===== config.mk =====
export PLATFORM = sky130hd
export DESIGN_NAME = branch_resolve
export DESIGN_NICKNAME = d
export VERILOG_FILES = /design/src/rtl/branch_pkg.sv /design/src/rtl/branch_stats.sv /design/src/rtl/branch_resolve.sv
export SDC_FILE = /design/constraint.sdc
export NUM_CORES = 1
export LEC_CHECK = 0
export CORE_AREA = 4 4 150 152
export CTS_CLUSTER_SIZE = 40
export DETAILED_ROUTE_END_ITERATION = 16
export DIE_AREA = 0 0 154 156
export PLACE_DENSITY = 0.74
export SYNTH_ARGS = -nofsm -noshare
export SYNTH_HDL_FRONTEND = slang
export SYNTH_HIERARCHICAL = 1
export SYNTH_SLANG_ARGS = --single-unit

===== constraint.sdc =====
create_clock -name clk -period 10.1 [get_ports clk]
set_clock_uncertainty 0.1 [all_clocks]
set_input_delay 2.02 -clock clk [delete_from_list [all_inputs] [get_ports clk]]
set_output_delay 2.02 -clock clk [all_outputs]
set_load 0.005 [all_outputs]

===== src/rtl/branch_pkg.sv =====
// Shared definitions for the execute-stage branch resolution unit and the
// external condition comparator: condition codes, FSM states, PC increment.
package branch_pkg;

    localparam logic [2:0] CMP_EQ  = 3'b000;
    localparam logic [2:0] CMP_SGE = 3'b001;
    localparam logic [2:0] CMP_SLE = 3'b010;
    localparam logic [2:0] CMP_SGT = 3'b011;
    localparam logic [2:0] CMP_SLT = 3'b100;
    localparam logic [2:0] CMP_NE  = 3'b101;

    localparam logic [31:0] PC_INCR = 32'd4;

    typedef enum logic [1:0] {
        IDLE  = 2'd0,
        EVAL  = 2'd1,
        REDIR = 2'd2
    } state_t;

    // Codes 110 and 111 have no comparator meaning.
    function automatic logic op_is_illegal(input logic [2:0] op);
        return op[2] & op[1];
    endfunction

endpackage


===== src/rtl/branch_stats.sv =====
// Retired-branch and mispredict event counters; both wrap at 2^32.
module branch_stats (
    input  logic        clk,
    input  logic        rst_n,
    input  logic        inc_branch,
    input  logic        inc_mispredict,
    output logic [31:0] branches,
    output logic [31:0] mispredicts
);

    always_ff @(posedge clk or negedge rst_n) begin
        if (!rst_n) begin
            branches    <= '0;
            mispredicts <= '0;
        end else begin
            if (inc_branch) begin
                branches <= branches + 32'd1;
            end
            if (inc_branch && inc_mispredict) begin
                mispredicts <= mispredicts + 32'd1;
            end
        end
    end

endmodule


===== src/rtl/branch_resolve.sv =====
// Execute-stage conditional branch resolution with redirect handshake to fetch.
// Define BRANCH_STATS_EN to build the retired/mispredict counters.
module branch_resolve
    import branch_pkg::*;
#(
    parameter logic [31:0] RESET_PC = 32'h0000_0000
) (
    input  logic        clk,
    input  logic        rst_n,
    input  logic        kill,
    input  logic        req_valid,
    output logic        req_ready,
    input  logic [2:0]  req_op,
    input  logic [31:0] req_a,
    input  logic [31:0] req_b,
    input  logic [31:0] req_pc,
    input  logic [31:0] req_offset,
    input  logic        req_pred_taken,
    output logic [31:0] cmp_a,
    output logic [31:0] cmp_b,
    output logic [2:0]  cmp_op,
    input  logic        cmp_result,
    output logic        redir_valid,
    input  logic        redir_ready,
    output logic [31:0] redir_pc,
    output logic        resolve_valid,
    output logic        resolve_taken,
    output logic        illegal_op,
    output logic [31:0] stat_branches,
    output logic [31:0] stat_mispredicts
);

    state_t      state;
    logic [2:0]  op_q;
    logic [31:0] a_q;
    logic [31:0] b_q;
    logic [31:0] pc_q;
    logic [31:0] offset_q;
    logic        pred_q;
    logic        taken_q;
    logic [31:0] redir_pc_q;
    logic        resolve_valid_q;
    logic        resolve_taken_q;
    logic        illegal_q;

    logic [31:0] fallthrough;
    logic [31:0] target;
    logic        eval_illegal;
    logic        eval_taken;

    // Comparator output is undefined for illegal codes, so it is masked here.
    assign eval_illegal = op_is_illegal(op_q);
    assign eval_taken   = eval_illegal ? 1'b0 : cmp_result;
    assign fallthrough  = pc_q + PC_INCR;
    assign target       = fallthrough + offset_q;

`ifdef BRANCH_STATS_EN
    logic resolve_mis_q;

    always_ff @(posedge clk or negedge rst_n) begin
        if (!rst_n) begin
            resolve_mis_q <= 1'b0;
        end else begin
            resolve_mis_q <= !kill && (state == REDIR) && redir_ready;
        end
    end
`endif

    // Handshake: a request transfers when req_valid && req_ready at a rising
    // edge; a redirect transfers when redir_valid && redir_ready. kill wins
    // over both and neither ready depends combinationally on the other side.
    always_ff @(posedge clk or negedge rst_n) begin
        if (!rst_n) begin
            state           <= IDLE;
            op_q            <= CMP_EQ;
            a_q             <= '0;
            b_q             <= '0;
            pc_q            <= RESET_PC;
            offset_q        <= '0;
            pred_q          <= 1'b0;
            taken_q         <= 1'b0;
            redir_pc_q      <= RESET_PC;
            resolve_valid_q <= 1'b0;
            resolve_taken_q <= 1'b0;
            illegal_q       <= 1'b0;
        end else begin
            resolve_valid_q <= 1'b0;
            resolve_taken_q <= 1'b0;
            illegal_q       <= 1'b0;
            if (kill) begin
                state <= IDLE;
            end else begin
                case (state)
                    IDLE: begin
                        if (req_valid) begin
                            op_q     <= req_op;
                            a_q      <= req_a;
                            b_q      <= req_b;
                            pc_q     <= req_pc;
                            offset_q <= req_offset;
                            pred_q   <= req_pred_taken;
                            state    <= EVAL;
                        end
                    end
                    EVAL: begin
                        taken_q <= eval_taken;
                        if (eval_taken == pred_q) begin
                            resolve_valid_q <= 1'b1;
                            resolve_taken_q <= eval_taken;
                            illegal_q       <= eval_illegal;
                            state           <= IDLE;
                        end else begin
                            redir_pc_q <= eval_taken ? target : fallthrough;
                            state      <= REDIR;
                        end
                    end
                    REDIR: begin
                        if (redir_ready) begin
                            resolve_valid_q <= 1'b1;
                            resolve_taken_q <= taken_q;
                            illegal_q       <= eval_illegal;
                            state           <= IDLE;
                        end
                    end
                    default: begin
                        state <= IDLE;
                    end
                endcase
            end
        end
    end

    assign req_ready     = (state == IDLE);
    assign redir_valid   = (state == REDIR);
    assign redir_pc      = redir_pc_q;
    assign cmp_a         = a_q;
    assign cmp_b         = b_q;
    assign cmp_op        = op_q;
    assign resolve_valid = resolve_valid_q;
    assign resolve_taken = resolve_taken_q;
    assign illegal_op    = illegal_q;

`ifdef BRANCH_STATS_EN
    branch_stats u_stats (
        .clk            (clk),
        .rst_n          (rst_n),
        .inc_branch     (resolve_valid_q),
        .inc_mispredict (resolve_mis_q),
        .branches       (stat_branches),
        .mispredicts    (stat_mispredicts)
    );
`else
    assign stat_branches    = '0;
    assign stat_mispredicts = '0;
`endif

endmodule


# After elaboration in Yosys (flattened, before gate mapping)
# Index checks and enable logic that the tools add are counted.
# W data, S select, Z words.
totals:
  ff_bits: 170
  latch_bits: 0
  mem_bits_rw: 0
  romBits: 0
  input_bits: 138
  output_inout_bits: 168
  elab_cells: 46
  mem_count: 0
classes:
  addsub: 2
  n_mul: 0
  div: 0
  n_lt_le_gt_ge: 0
  eq_ne: 5
  shift: 0
  n_mux: 19
  n_bitwise: 3
  n_reduce_logical: 5
ops:
  columns: ["op", "count"]
  rows:
  - ["$add A32 B3 Y32 const B", 1]
  - ["$add A32 B32 Y32", 1]
  - ["$mux W32", 1]
  - ["$mux W1", 10]
  - ["$mux W2", 4]
  - ["$pmux W1 S2", 3]
  - ["$pmux W2 S3", 1]
  - ["$reduce_and A3 Y1", 2]
  - ["$reduce_and A2 Y1", 2]
  - ["$ne A3 B2 Y1 const B", 1]
  - ["$ne A3 B3 Y1 const B", 1]
  - ["$eq A2 B1 Y1 const B", 1]
  - ["$eq A2 B2 Y1 const B", 1]
  - ["$logic_not A2 Y1", 1]
  - ["$not A1 Y1", 2]
  - ["$and A1 B1 Y1", 1]
  - ["$eq A1 B1 Y1", 1]

# Logic depth before layout (Yosys ltp)
logic_depth:
  depth_word: 6
  mapped_depth: 19
  mapped_depth_nobuf: 18

# Worst setup path after synthesis
# OpenSTA, ideal clock, no wires.
synth_path:
  path_type: "flip-flop to flip-flop"
  startpoint: "reg pc_q[8]"
  endpoint: "reg redir_pc_q[31] (netlist: redir_pc[31])"
  setup_time_ns: 0.131
  t_arrival_ns: 3.408
  required_ns: 9.869
  path_slack_ns: 6.460
  path_stages_with_launch: 20
  path_buffers: 1
  period_less_slack_ns: 3.640
  path_cell_list: "dfrtp_1 and3_1 and3_1 and4_1 nand4_1 inv_1 nand2_1 xnor2_1 ha_1 buf_2 a21oi_1 o21a_1 o22ai_1 nor3_2 a21oi_2 o41ai_2 nor4_1 o31a_1 xnor2_1 o21ai_1"
synth_between:
  elab_chain_len: 3
synth_lines:
  columns: ["element", "line", "text"]
  rows:
  - ["start: declaration", "branch_resolve.sv:37", "logic [31:0] pc_q;"]
  - ["start signal: assignment", "branch_resolve.sv:99", "pc_q <= req_pc;"]
  - ["$add A32 B3 Y32 (*)", "branch_resolve.sv:54", "assign fallthrough = pc_q + PC_INCR;"]
  - ["$add A32 B32 Y32", "branch_resolve.sv:55", "assign target = fallthrough + offset_q;"]
  - ["$mux W32 (*)", "branch_resolve.sv:113", "redir_pc_q <= eval_taken ? target : fallthrough;"]
  - ["end signal: assignment", "branch_resolve.sv:113", null]
  - ["end: declaration", "branch_resolve.sv:41", "logic [31:0] redir_pc_q;"]
# Every way passes the cells marked *; elsewhere a longest branch is shown, timed or not.
# A chain may end at the register's enable or synchronous reset.

# Worst setup path after layout
layout_path:
  startpoint: "in cmp_result"
  endpoint: "reg redir_pc_q[28] (netlist: redir_pc[28])"
layout_between:
  elab_chain_len: 4
  word_cells_on_any_way: 5
  classes_between: "eq/ne: 1; mux: 2; bitwise: 1; reduce/logical: 1"
layout_lines:
  columns: ["element", "line", "text"]
  rows:
  - ["start: declaration", "branch_resolve.sv:22", "input logic cmp_result,"]
  - ["$mux W1 (*)", "branch_resolve.sv:53", "assign eval_taken = eval_illegal ? 1'b0 : cmp_result;"]
  - ["$eq A1 B1 Y1", "branch_resolve.sv:107", "if (eval_taken == pred_q) begin"]
  - ["$not A1 Y1 (no line)", null, null]
  - ["$reduce_and A3 Y1 (no line)", null, null]
# Marked as above.

==> results.ini <==
[clocking]
cts_tree=built
clock_sink_count=170
cts_max_level=4
path_clk_slew_ns=0.07
cts-hold-fix-buffers=0
cts_resized=0
clk_latency_ns=0.42
post-cts-setup-buffers=0
cts_root_buf=clkbuf_16
cts_inserted_buffers=17
cts_buffer_depth=2

[final_layout]
finalNetCount=1280
drive_gt1_frac=0.168
n_antenna_cell=0
layout_common_cells=clkdlybuf4s50_1, dfrtp_1, mux2_2, nand2_1, conb_1
seqCellArea_um2=4250
nFillCells=1753
multiInputGateArea_um2=4660
post-route-util=0.588
mostFrequentLayoutCell=clkdlybuf4s50_1
area_delta_synth_final_pct=31.9

[synth]
syn_inst=867
ys.warnings.count=6
synth_seq_area_share=0.454
yosys_most_used_dff=dfrtp_1
ys_seq_elements=170
ys_async_sr_fraction=1.00
synth_top_area_cell=dfrtp_1
synth.distinct_cells=58
netlist_area_um2=9380
syn_avg_cell_area_um2=10.8
synth_top_area_share=0.454
synth_enable_flop_cells=0
synth_area_leaders=dfrtp_1, mux2_2, ha_1

[drt]
dr.first_iter.drc_count=407
drt_pass1_iterations=6
routed_wl_um=24400
drtAntennaViolNets=0
via_count=7043
wire_per_inst_um=17.6
drc=0
vias_per_cell=5.09

[floorplan]
die_w_um=154
fp-row-count=53
die_y_um=156
design.core.area_um2=21000
io_pins=306
initial_utilization=0.446
fp.dieArea_um2=24000

[critical_path]
start_kind=input port
crit_top_cell=nand2_1
crit_type=input port to register
cp_top_family=buffers and inverters
end_kind=register
crit_required_ns=10.30
worstPathArrival_ns=5.15
path_cells=clkdlybuf4s50_1 > nand2_1 > buf_4 > inv_1 > ha_1 > nand2_1 > buf_4 > nor2_1 > a22oi_1 > nand2_1
critPathMaxFanout=39
slowest_delay_ns=0.46
reg2reg_setup_slack_ns=5.68
crit_slowest_cell=ha_1
critPathBufInv=4

[timing]
rsz0062_at_grt=false
worst_hold_slack_ns=0.386
setup_tns_ns=0
max_freq_mhz=202
hold_viol=0
finalCritPeriodShare=0.490
setup_viol=0
tightest_slew_ns=0.936
max_slew_margin=0.376
maxSlewViolCount=0
finalCriticalPeriod_ns=4.95

[power_and_ir_drop]
finalPower_uw=2930
p_per_area_nw_per_um2=237
vdd_drop_max_v=0.000122
power.leakage_uw=0.00538

[grt]
grt_pass1_vias=7123
grt_max_degree=73
grt.overflow.total=0
grt_pass1_wl_um=38300
track_usage=0.201
grt_antenna_before_repair=0

[run]
maxCapViolCount=0

[worst_hold_path]
hp-class=register to register

[status]
status=completed

[place]
hpwl_um=18800
portBuffers=241
place_congestion=0.911

==> routing by layer <==
layer	vias up	global-route usage	part of all wire
li1	3381	-	-
met3	22	0.0774	0.090
met4	0	0.0500	0.017
met2	276	0.346	0.49
met1	3364	0.239	0.40
met5	-	0	0
==> final timing paths <==
check                               endpoint  cells past startpoint        start
worst max register to register  redir_pc[31]                     18      pc_q[8]
min in group asynchronous       offset_q[21]                      1        rst_n
worst min register to register   redir_pc[9]                      2  redir_pc[9]
max in group asynchronous          cmp_op[1]                      3        rst_n
worst min-delay path             redir_pc[9]                      2  redir_pc[9]
worst max-delay path            redir_pc[28]                     10   cmp_result
==> tightest hold or removal path: cells and delay by family (launching register included) <==
family / cells / cell delay (ns)
and+or+nand+nor: 1 / 0.04
AOI/OAI and AO/OA: 1 / 0.06
DFF: 1 / 0.35
==> kinds of logic (layout without fill, tap and decap cells) <==
group | after synthesis | count (layout) | share of synthesized area
AOI/OAI and AO/OA | 152 | 152 | 0.101
xor gates and xnor gates | 50 | 50 | 0.0467
adders and majority gates | 45 | 45 | 0.0609
buffers and inverters | 113 | 293 | 0.0742
DFF | 170 | 170 | 0.454
muxes | 137 | 137 | 0.164
other | 1 | 64 | 0.000400
and+or+nand+nor | 199 | 199 | 0.0994
==> where the power goes <==
part	switching [uW]	total, uW	leakage (uW)	internal, uW
clock network	319	652	0.000293	334
registers	147	1020	0.00202	875
logic	576	1250	0.00306	677
total	1040	2930	0.00538	1890
==> synth_stat cells (all sizes together), types with 18 or more instances <==
cell / instances
nor2: 46
nand3: 18
o21ai: 43
dfrtp: 170
ha: 44
buf: 75
mux2: 133
nand2: 76
a21oi: 53
xnor2: 30
clkbuf: 24
xor2: 20
==> state kept, by name, indices dropped and copies added (netlist names) <==
signal         flops
cmp_b             32
illegal_op         1
offset_q          32
pred_q             1
taken_q            1
cmp_a             32
resolve_valid      1
resolve_taken      1
state              2
redir_pc          32
pc_q              32
cmp_op             3
==> stage by stage <==
stage | instance area [um2] | instances | worst slack (ns)
3_3_place_gp | 11800 | 1353 | 4.82
3_5_place_dp | 11800 | 1353 | 4.70
4_1_cts | 12400 | 1385 | 5.13
2_1_floorplan | 9610 | 930 | 6.46
5_1_grt | 12400 | 1385 | 4.83
6_report | 12400 | 1385 | 5.15
==> final cells by class <==
cell class | count | area share
well taps | 275 | 0.0278
inverters | 14 | 0.00425
repair buffers | 247 | 0.199
clock buffers | 17 | 0.0344
multi-input cells | 647 | 0.377
clock inverters | 15 | 0.0138
flip-flops and latches | 170 | 0.344
No activity file was read; power rests on OpenSTA's default activity.
